$ cat src/rtl/traffic_pkg.sv
// traffic_pkg: phase codes and lamp encodings shared by the junction scheduler
package traffic_pkg;
  typedef enum logic [2:0] {MAIN_G, MAIN_Y, ALLRED_S, SIDE_G, SIDE_Y, ALLRED_M} phase_t;
  localparam logic [2:0] LAMP_RED = 3'b100;
  localparam logic [2:0] LAMP_YEL = 3'b010;
  localparam logic [2:0] LAMP_GRN = 3'b001;
endpackage

$ cat src/rtl/phase_timer.sv
// phase_timer: saturating phase counter (clk, rst, clr in; cnt out), clears on clr
module phase_timer #(
  parameter int CNT_W = 6
) (
  input  logic             clk,
  input  logic             rst,
  input  logic             clr,
  output logic [CNT_W-1:0] cnt
);
  always_ff @(posedge clk)
    cnt <= (rst || clr) ? '0 : (&cnt) ? cnt : cnt + 1'b1;
endmodule

$ cat src/rtl/traffic_phase_scheduler.sv
// traffic_phase_scheduler: main/side junction phase FSM with ped latch and preemption (req/emerg in; lamps, walk, ped_pending, phase out)
module traffic_phase_scheduler
  import traffic_pkg::*;
#(
  parameter int MIN_GREEN = 10,
  parameter int MAX_GREEN = 30,
  parameter int YELLOW_T  = 3,
  parameter int ALLRED_T  = 2,
  parameter int WALK_T    = 7,
  parameter int CNT_W     = 6
) (
  input  logic       clk,
  input  logic       rst,
  input  logic       side_req,
  input  logic       ped_req,
  input  logic       emerg_req,
  input  logic       emerg_dir,
  output logic [2:0] light_main,
  output logic [2:0] light_side,
  output logic       walk,
  output logic       ped_pending,
  output logic [2:0] phase
);
  localparam logic [CNT_W-1:0] MIN_L  = CNT_W'(MIN_GREEN - 1);
  localparam logic [CNT_W-1:0] MAX_L  = CNT_W'(MAX_GREEN - 1);
  localparam logic [CNT_W-1:0] YEL_L  = CNT_W'(YELLOW_T - 1);
  localparam logic [CNT_W-1:0] RED_L  = CNT_W'(ALLRED_T - 1);
  localparam logic [CNT_W-1:0] WALK_L = CNT_W'(WALK_T);
  phase_t           state, state_n;
  logic [CNT_W-1:0] cnt;
  logic             walk_en, entering;
  phase_timer #(.CNT_W(CNT_W)) u_timer (
    .clk(clk),
    .rst(rst),
    .clr(state_n != state),
    .cnt(cnt)
  );
  always_comb begin
    state_n = ALLRED_M;
    case (state)
      MAIN_G:   state_n = (emerg_req ? emerg_dir : (cnt >= MIN_L && (side_req || ped_pending))) ? MAIN_Y : MAIN_G;
      MAIN_Y:   state_n = cnt >= YEL_L ? ALLRED_S : MAIN_Y;
      ALLRED_S: state_n = cnt >= RED_L ? SIDE_G : ALLRED_S;
      SIDE_G:   state_n = (emerg_req ? !emerg_dir : ((cnt >= MIN_L && !side_req) || cnt >= MAX_L)) ? SIDE_Y : SIDE_G;
      SIDE_Y:   state_n = cnt >= YEL_L ? ALLRED_M : SIDE_Y;
      ALLRED_M: state_n = cnt >= RED_L ? MAIN_G : ALLRED_M;
      default:  state_n = ALLRED_M;
    endcase
  end
  assign entering = (state_n == SIDE_G) && (state != SIDE_G);
  always_ff @(posedge clk) begin
    if (rst) begin
      state       <= ALLRED_M;
      ped_pending <= 1'b0;
      walk_en     <= 1'b0;
    end else begin
      state       <= state_n;
      ped_pending <= entering ? 1'b0 : (ped_pending | (ped_req & ~walk));
      walk_en     <= entering ? ped_pending : walk_en;
    end
  end
  assign light_main = state == MAIN_G ? LAMP_GRN : state == MAIN_Y ? LAMP_YEL : LAMP_RED;
  assign light_side = state == SIDE_G ? LAMP_GRN : state == SIDE_Y ? LAMP_YEL : LAMP_RED;
  assign walk       = (state == SIDE_G) && walk_en && (cnt < WALK_L);
  assign phase      = state;
endmodule

$ cat config.mk
export PLATFORM = sky130hd
export DESIGN_NAME = traffic_phase_scheduler
export DESIGN_NICKNAME = d
export VERILOG_FILES = /design/src/rtl/traffic_pkg.sv /design/src/rtl/phase_timer.sv /design/src/rtl/traffic_phase_scheduler.sv
export SDC_FILE = /design/constraint.sdc
export NUM_CORES = 1
export LEC_CHECK = 0
export BUFFER_PORTS_ARGS = -buffer_cell sky130_fd_sc_hd__buf_2
export CAP_MARGIN = 20
export CORE_MARGIN = 1
export CORE_UTILIZATION = 53
export CTS_CLUSTER_SIZE = 40
export DETAILED_ROUTE_END_ITERATION = 12
export GPL_ROUTABILITY_DRIVEN = 0
export PLACE_DENSITY_LB_ADDON = 0.15
export REMOVE_ABC_BUFFERS = 1
export SYNTH_ARGS = -nofsm -noshare
export SYNTH_HDL_FRONTEND = slang
export SYNTH_SLANG_ARGS = --single-unit
export TNS_END_PERCENT = 20
$ cat constraint.sdc
create_clock -name clk -period 3.4 [get_ports clk]
set_clock_uncertainty 0.1 [all_clocks]
set_input_delay 0.34 -clock clk [delete_from_list [all_inputs] [get_ports clk]]
set_output_delay 0.34 -clock clk [all_outputs]
set_load 0.05 [all_outputs]
==> flow_summary.toml, run 1 <==
[run_status]
status = "completed"

[clock_network]
clock_latency_ns = 0.28
root_buffer = "clkbuf_4"
htreeDepth = 1
cts_setup_buffers = 0
clock-sinks = 11
clk_pin_slew_ns = 0.07
hold_buffers = 0
post_cts_resized = 0
cts_tree = "yes"
numCtsBuffers = 3
clockBufferDepth = 2

[layout]
area_growth_pct = 6.93
diodes = 0
nNetsFinal = 125
fillers = 146
drive_above_1_share = 0.272
final_cells = 130
stdcell_area_um2 = 965

[synthesis]
yosys.area.top_type = "dfxtp_1"
syn_area_per_cell_um2 = 9.11
yosysSeqAreaShare = 0.244
synth_area_um2 = 902
synth_xor_xnor_area_share = 0.0291
yosysWarningCount = 0
synth_simple_gate_area_frac = 0.270
ys_async_sr_fraction = 0
synth_compound_area_frac = 0.272
synth_flop_cell = "dfxtp_1"
synthTopCellsByArea = "dfxtp_1, ha_1, nor2_1"
synth_most_common_cell = "nor2_1"
synth_edf_count = 0
synth_top_family_by_area = "compound AO/OA/AOI/OAI gates"
synth_adder_area_share = 0.0555
synth-seq-cells = 11
synth.mux.area_fraction = 0.0333
synth_cell_types = 42
synth_common_cells = "nor2_1, dfxtp_1, nor3_1"
netlist_instances = 99
synth_top_area_share = 0.244

[floorplan]
initial_core_util = 0.585
die_area_mm2 = 0.00187
chipHeight_um = 43.3
core_mm2 = 0.00154
pin_count = 17
rows = 14
die_w_um = 43.3

[power_and_ir_drop]
p_leak_nw = 0.382
pwr-share-comb = 0.609
power.density_mw_per_mm2 = 808
p_sw_uw = 427
seqPwrFrac = 0.269
power.internal_uw = 353
switching_share = 0.547
finalPower_uw = 779
peakVddDrop_mv = 0.721
power_frac_clock = 0.122

[detailed_routing]
first_iter_violations = 10
wl_um = 1900
drc = 0
antenna_left = 0
wl_per_cell_um = 14.6
via_count = 801
drt-pass1-iter-count = 4
via_per_inst = 6.16

[timing]
fin_crit_sh = 0.672
setup_viol = 0
worst_slew_pin_slew_ns = 0.783
relSlewSlack = 0.477
tns_ns = 0
hold_violations = 0
slew_violations = 0
rsz0062_at_grt = "false"
period_needed_ns = 2.28
max_freq_mhz = 438
whs_ns = 0.201

[worst_hold_path]
hold_path_class = "input port to flop"
hold_depth = 2

[worst_setup_path]
cp_num_buf_inv = 1
reg2reg_depth = 7
timing.rr.end = "u_timer.cnt[5]"
crit_end = "walk"
startpoint = "phase[0]"
start_kind = "flop"
cpPeakStageDelay_ns = 0.68
worstPathArrival_ns = 1.84
critPathCaptureType = "output pin"
r2r_slack_ns = 1.14
criticalPathCategory = "flop to output pin"
worst_path_max_delay_cell = "dfxtp_1"
r2r_start = "u_timer.cnt[1]"
cp_cell_sequence = "and3b_1 -> nand4b_1 -> nor3_1 -> buf_2"
cp.depth = 4
cp_max_fo = 16
required_ns = 2.96
path_delay_family = "flip-flops"

[global_routing]
grt_max_degree = 17
overflow = 0
antenna_found_initial = 0
grt_first_pass_wirelength_um = 3060
grt_pass1_vias = 695
grt_use_total = 0.221

[placement]
dp_hpwl_um = 1440
dpl_cell_area_um2 = 938
io_buffers = 16
dp_cells = 126

[flow_run]
maxCapViolCount = 0
-- flip-flops by register name (all words and copies together), names as in the netlist --
signal,count
u_timer.cnt,6
phase,3
ped_pending,1
walk_en,1
-- how the worst min path moves through the flow --
| stage | from | end | slack, ns |
|---|---|---|---|
| after floorplan | rst | walk_en | 0.31 |
| after global placement | walk_en | walk_en | 0.41 |
| after detailed placement | ped_pending | ped_pending | 0.43 |
| after CTS | rst | walk_en | 0.20 |
| after global routing | rst | walk_en | 0.23 |
| final | rst | walk_en | 0.20 |
-- per-layer routing --
metal | routed length [µm] | up-vias | global-route usage
li1 | - | 403 | -
met1 | 923 | 372 | 0.285
met2 | 859 | 21 | 0.340
met3 | 74 | 5 | 0.0383
met4 | 46 | 0 | 0.127
met5 | 0 | - | 0
-- power by group through the flow --
| stage | clock (mW) | combinational (mW) | sequential (mW) |
|---|---|---|---|
| 2_1_floorplan | 0 | 0.347 | 0.246 |
| 3_3_place_gp | 0 | 0.468 | 0.212 |
| 3_5_place_dp | 0 | 0.471 | 0.213 |
| 4_1_cts | 0.0972 | 0.475 | 0.210 |
| 5_1_grt | 0.101 | 0.510 | 0.216 |
| 6_report | 0.0949 | 0.475 | 0.210 |
-- metrics by stage --
| stage | setup slack [ns] | utilization |
|---|---|---|
| after global placement | 1.25 | 0.609 |
| final | 1.12 | 0.626 |
| after detailed placement | 1.16 | 0.609 |
| after global routing | 0.981 | 0.626 |
| after floorplan | 0.178 | - |
| after CTS | 1.12 | 0.626 |
-- placed cells by master (no fill, tap or decap), types with 2 or more instances in the layout --
| cell type | count |
|---|---|
| nor3_1 | 8 |
| buf_2 | 16 |
| nand2_1 | 7 |
| nand4b_1 | 2 |
| nor2_1 | 12 |
| clkbuf_4 | 3 |
| dfxtp_1 | 11 |
| inv_1 | 6 |
| a21oi_1 | 4 |
| a311oi_1 | 2 |
| xnor2_1 | 2 |
| ha_1 | 4 |
| nor2b_1 | 2 |
| o221ai_2 | 2 |
| mux2i_1 | 3 |
| a211oi_1 | 2 |
| o21ai_0 | 2 |
-- kinds of logic after synthesis --
family / count (synthesis)
DFF: 11
and+or+nand+nor: 42
buffers and inverters: 11
muxes: 3
AOI/OAI and AO/OA: 25
xor gates and xnor gates: 3
adders and majority gates: 4
-- cell type report --
cell class                      instances  area [µm²]  area share
Clock buffer                            4        26.3      0.0272
Inverter                                6        22.5      0.0233
Multi-Input combinational cell         77         596       0.617
Sequential cell                        11         220       0.228
Tap cell                               16        20.0      0.0208
Timing Repair Buffer                   16        80.1      0.0830
(Power assumes the default switching activity.)
==> run 2: changes to the inputs <==
==> constraint.sdc (replaced) <==
create_clock -name clk -period 2.2 [get_ports clk]
set_clock_uncertainty 0.1 [all_clocks]
set_input_delay 0.22 -clock clk [delete_from_list [all_inputs] [get_ports clk]]
set_output_delay 0.22 -clock clk [all_outputs]
set_load 0.05 [all_outputs]
==> run 2 against run 1 <==
  * Global-route usage grew 0.99 points
  * Largest power group unchanged
  * Register-to-register slack lost 1.0 ns
  * Cell area grew 8.6%
  * Sequential share of layout area shrank 1.6 points
==> flow_summary.toml, run 2 (synthesized netlist as in run 1, its figures left out) <==
[global_routing]
overflow = 0
grt_first_pass_wirelength_um = 3260
grt_util_met1 = 0.336
grt-busiest-layer = "met2"
antenna_found_initial = 0
grt_max_degree = 16
globalRouteMet3Util = 0.0383
grt_use_total = 0.231
grt_pass1_vias = 728
grtUsageMet2 = 0.352

[timing]
relSlewSlack = 0.684
tns_ns = 0
max_freq_mhz = 478
period_needed_ns = 2.09
slew_violations = 0
fin_crit_sh = 0.951
worst_slew_pin_slew_ns = 0.473
setup_viol = 0
rsz0062_at_grt = "false"
hold_violations = 0

[power_and_ir_drop]
peakVddDrop_mv = 1.07
power.density_mw_per_mm2 = 1210
p_leak_nw = 0.420

[clock_network]
cts_tree = "yes"
htreeDepth = 1
clock_latency_ns = 0.27
hold_buffers = 0
root_buffer = "clkbuf_4"
clock-sinks = 11
clockBufferDepth = 2
clk_pin_slew_ns = 0.08
numCtsBuffers = 3

[placement]
dp_hpwl_um = 1540
dpl_cell_area_um2 = 983
io_buffers = 16

[floorplan]
rows = 14
die_w_um = 43.3
pin_count = 17
initial_core_util = 0.585
die_area_mm2 = 0.00187
core_mm2 = 0.00154
chipHeight_um = 43.3

[worst_setup_path]
required_ns = 2.29
start_kind = "flop"
worstPathArrival_ns = 2.18
criticalPathCategory = "flop to flop"
critPathCaptureType = "flop"
cp_max_fo = 6

[layout]
layout_commonest_cell = "buf_2"
layout_common_cells = "buf_2, nor2_1, dfxtp_1"
stdcell_area_mm2 = 0.00105
top_register = "u_timer.cnt"
drive_above_1_share = 0.367
nNetsFinal = 131
fillers = 127
area_growth_pct = 16.1
diodes = 0
largest_reg_flops = 6

[run_status]
status = "completed"

[detailed_routing]
via_per_inst = 6.21
first_iter_violations = 33
drt-pass1-iter-count = 4
antenna_left = 0
drc = 0
wl_um = 2010
via_count = 845
wl_per_cell_um = 14.8

[worst_hold_path]
hold_path_class = "input port to flop"

[flow_run]
maxCapViolCount = 0
[run 2: what timing repair did]
item	in CTS	in global routing
setup buffers	0	0
hold endpoints to repair	0	0
gates resized for setup	0	8
setup endpoints to repair	0	6
[run 2: where the power goes]
part	leakage, nW	internal (mW)	total (mW)	switching, mW
logic	0.314	0.273	0.840	0.567
clock network	0.0150	0.0701	0.143	0.0728
registers	0.0907	0.237	0.288	0.0511
[run 2: final cells by class]
| cell class | instances | area [µm²] | share of cell area |
|---|---|---|---|
| multi-input cells | 77 | 631 | 0.602 |
| flip-flops and latches | 11 | 223 | 0.213 |
| repair buffers | 22 | 125 | 0.119 |
| clock buffers | 4 | 26.3 | 0.0251 |
| inverters | 6 | 22.5 | 0.0215 |
| well taps | 16 | 20.0 | 0.0191 |
[run 2: critical path, cell delays in order, from the launching register on]
cell and delay [ns]:
dfxtp_2 0.33, inv_1 0.06, ha_1 0.21, or3b_1 0.38, a2111o_1 0.39, nand3_2 0.11, o2111ai_4 0.20, a211oi_2 0.25
[run 2: per-stage QoR]
step / std cells / hold WS [ns] / util / setup slack [ns] / power (mW)
floorplan: 94 / 0.192 / - / -0.902 / 0.916
global placement: 132 / 0.383 / 0.638 / 0.0868 / 1.07
detailed placement: 132 / 0.389 / 0.638 / 0.0387 / 1.09
CTS: 136 / 0.103 / 0.655 / 0.0194 / 1.23
global route: 136 / 0.109 / 0.679 / 0.00147 / 1.35
finish: 136 / 0.111 / 0.679 / 0.108 / 1.27
[run 2: worst paths after layout]
kind	from	end	slack, ns	cells after the start
worst max-delay path	u_timer.cnt[1]	u_timer.cnt[2]	0.11	7
worst min-delay path	rst	phase[1]	0.11	2
worst max register to register	u_timer.cnt[1]	u_timer.cnt[2]	0.11	7
worst min register to register	ped_pending	ped_pending	0.43	2
[run 2: per-layer routing]
layer | wire, µm | part of all wire
met2 | 923 | 0.46
met1 | 962 | 0.48
met4 | 0 | 0
met3 | 127 | 0.063
met5 | 0 | 0
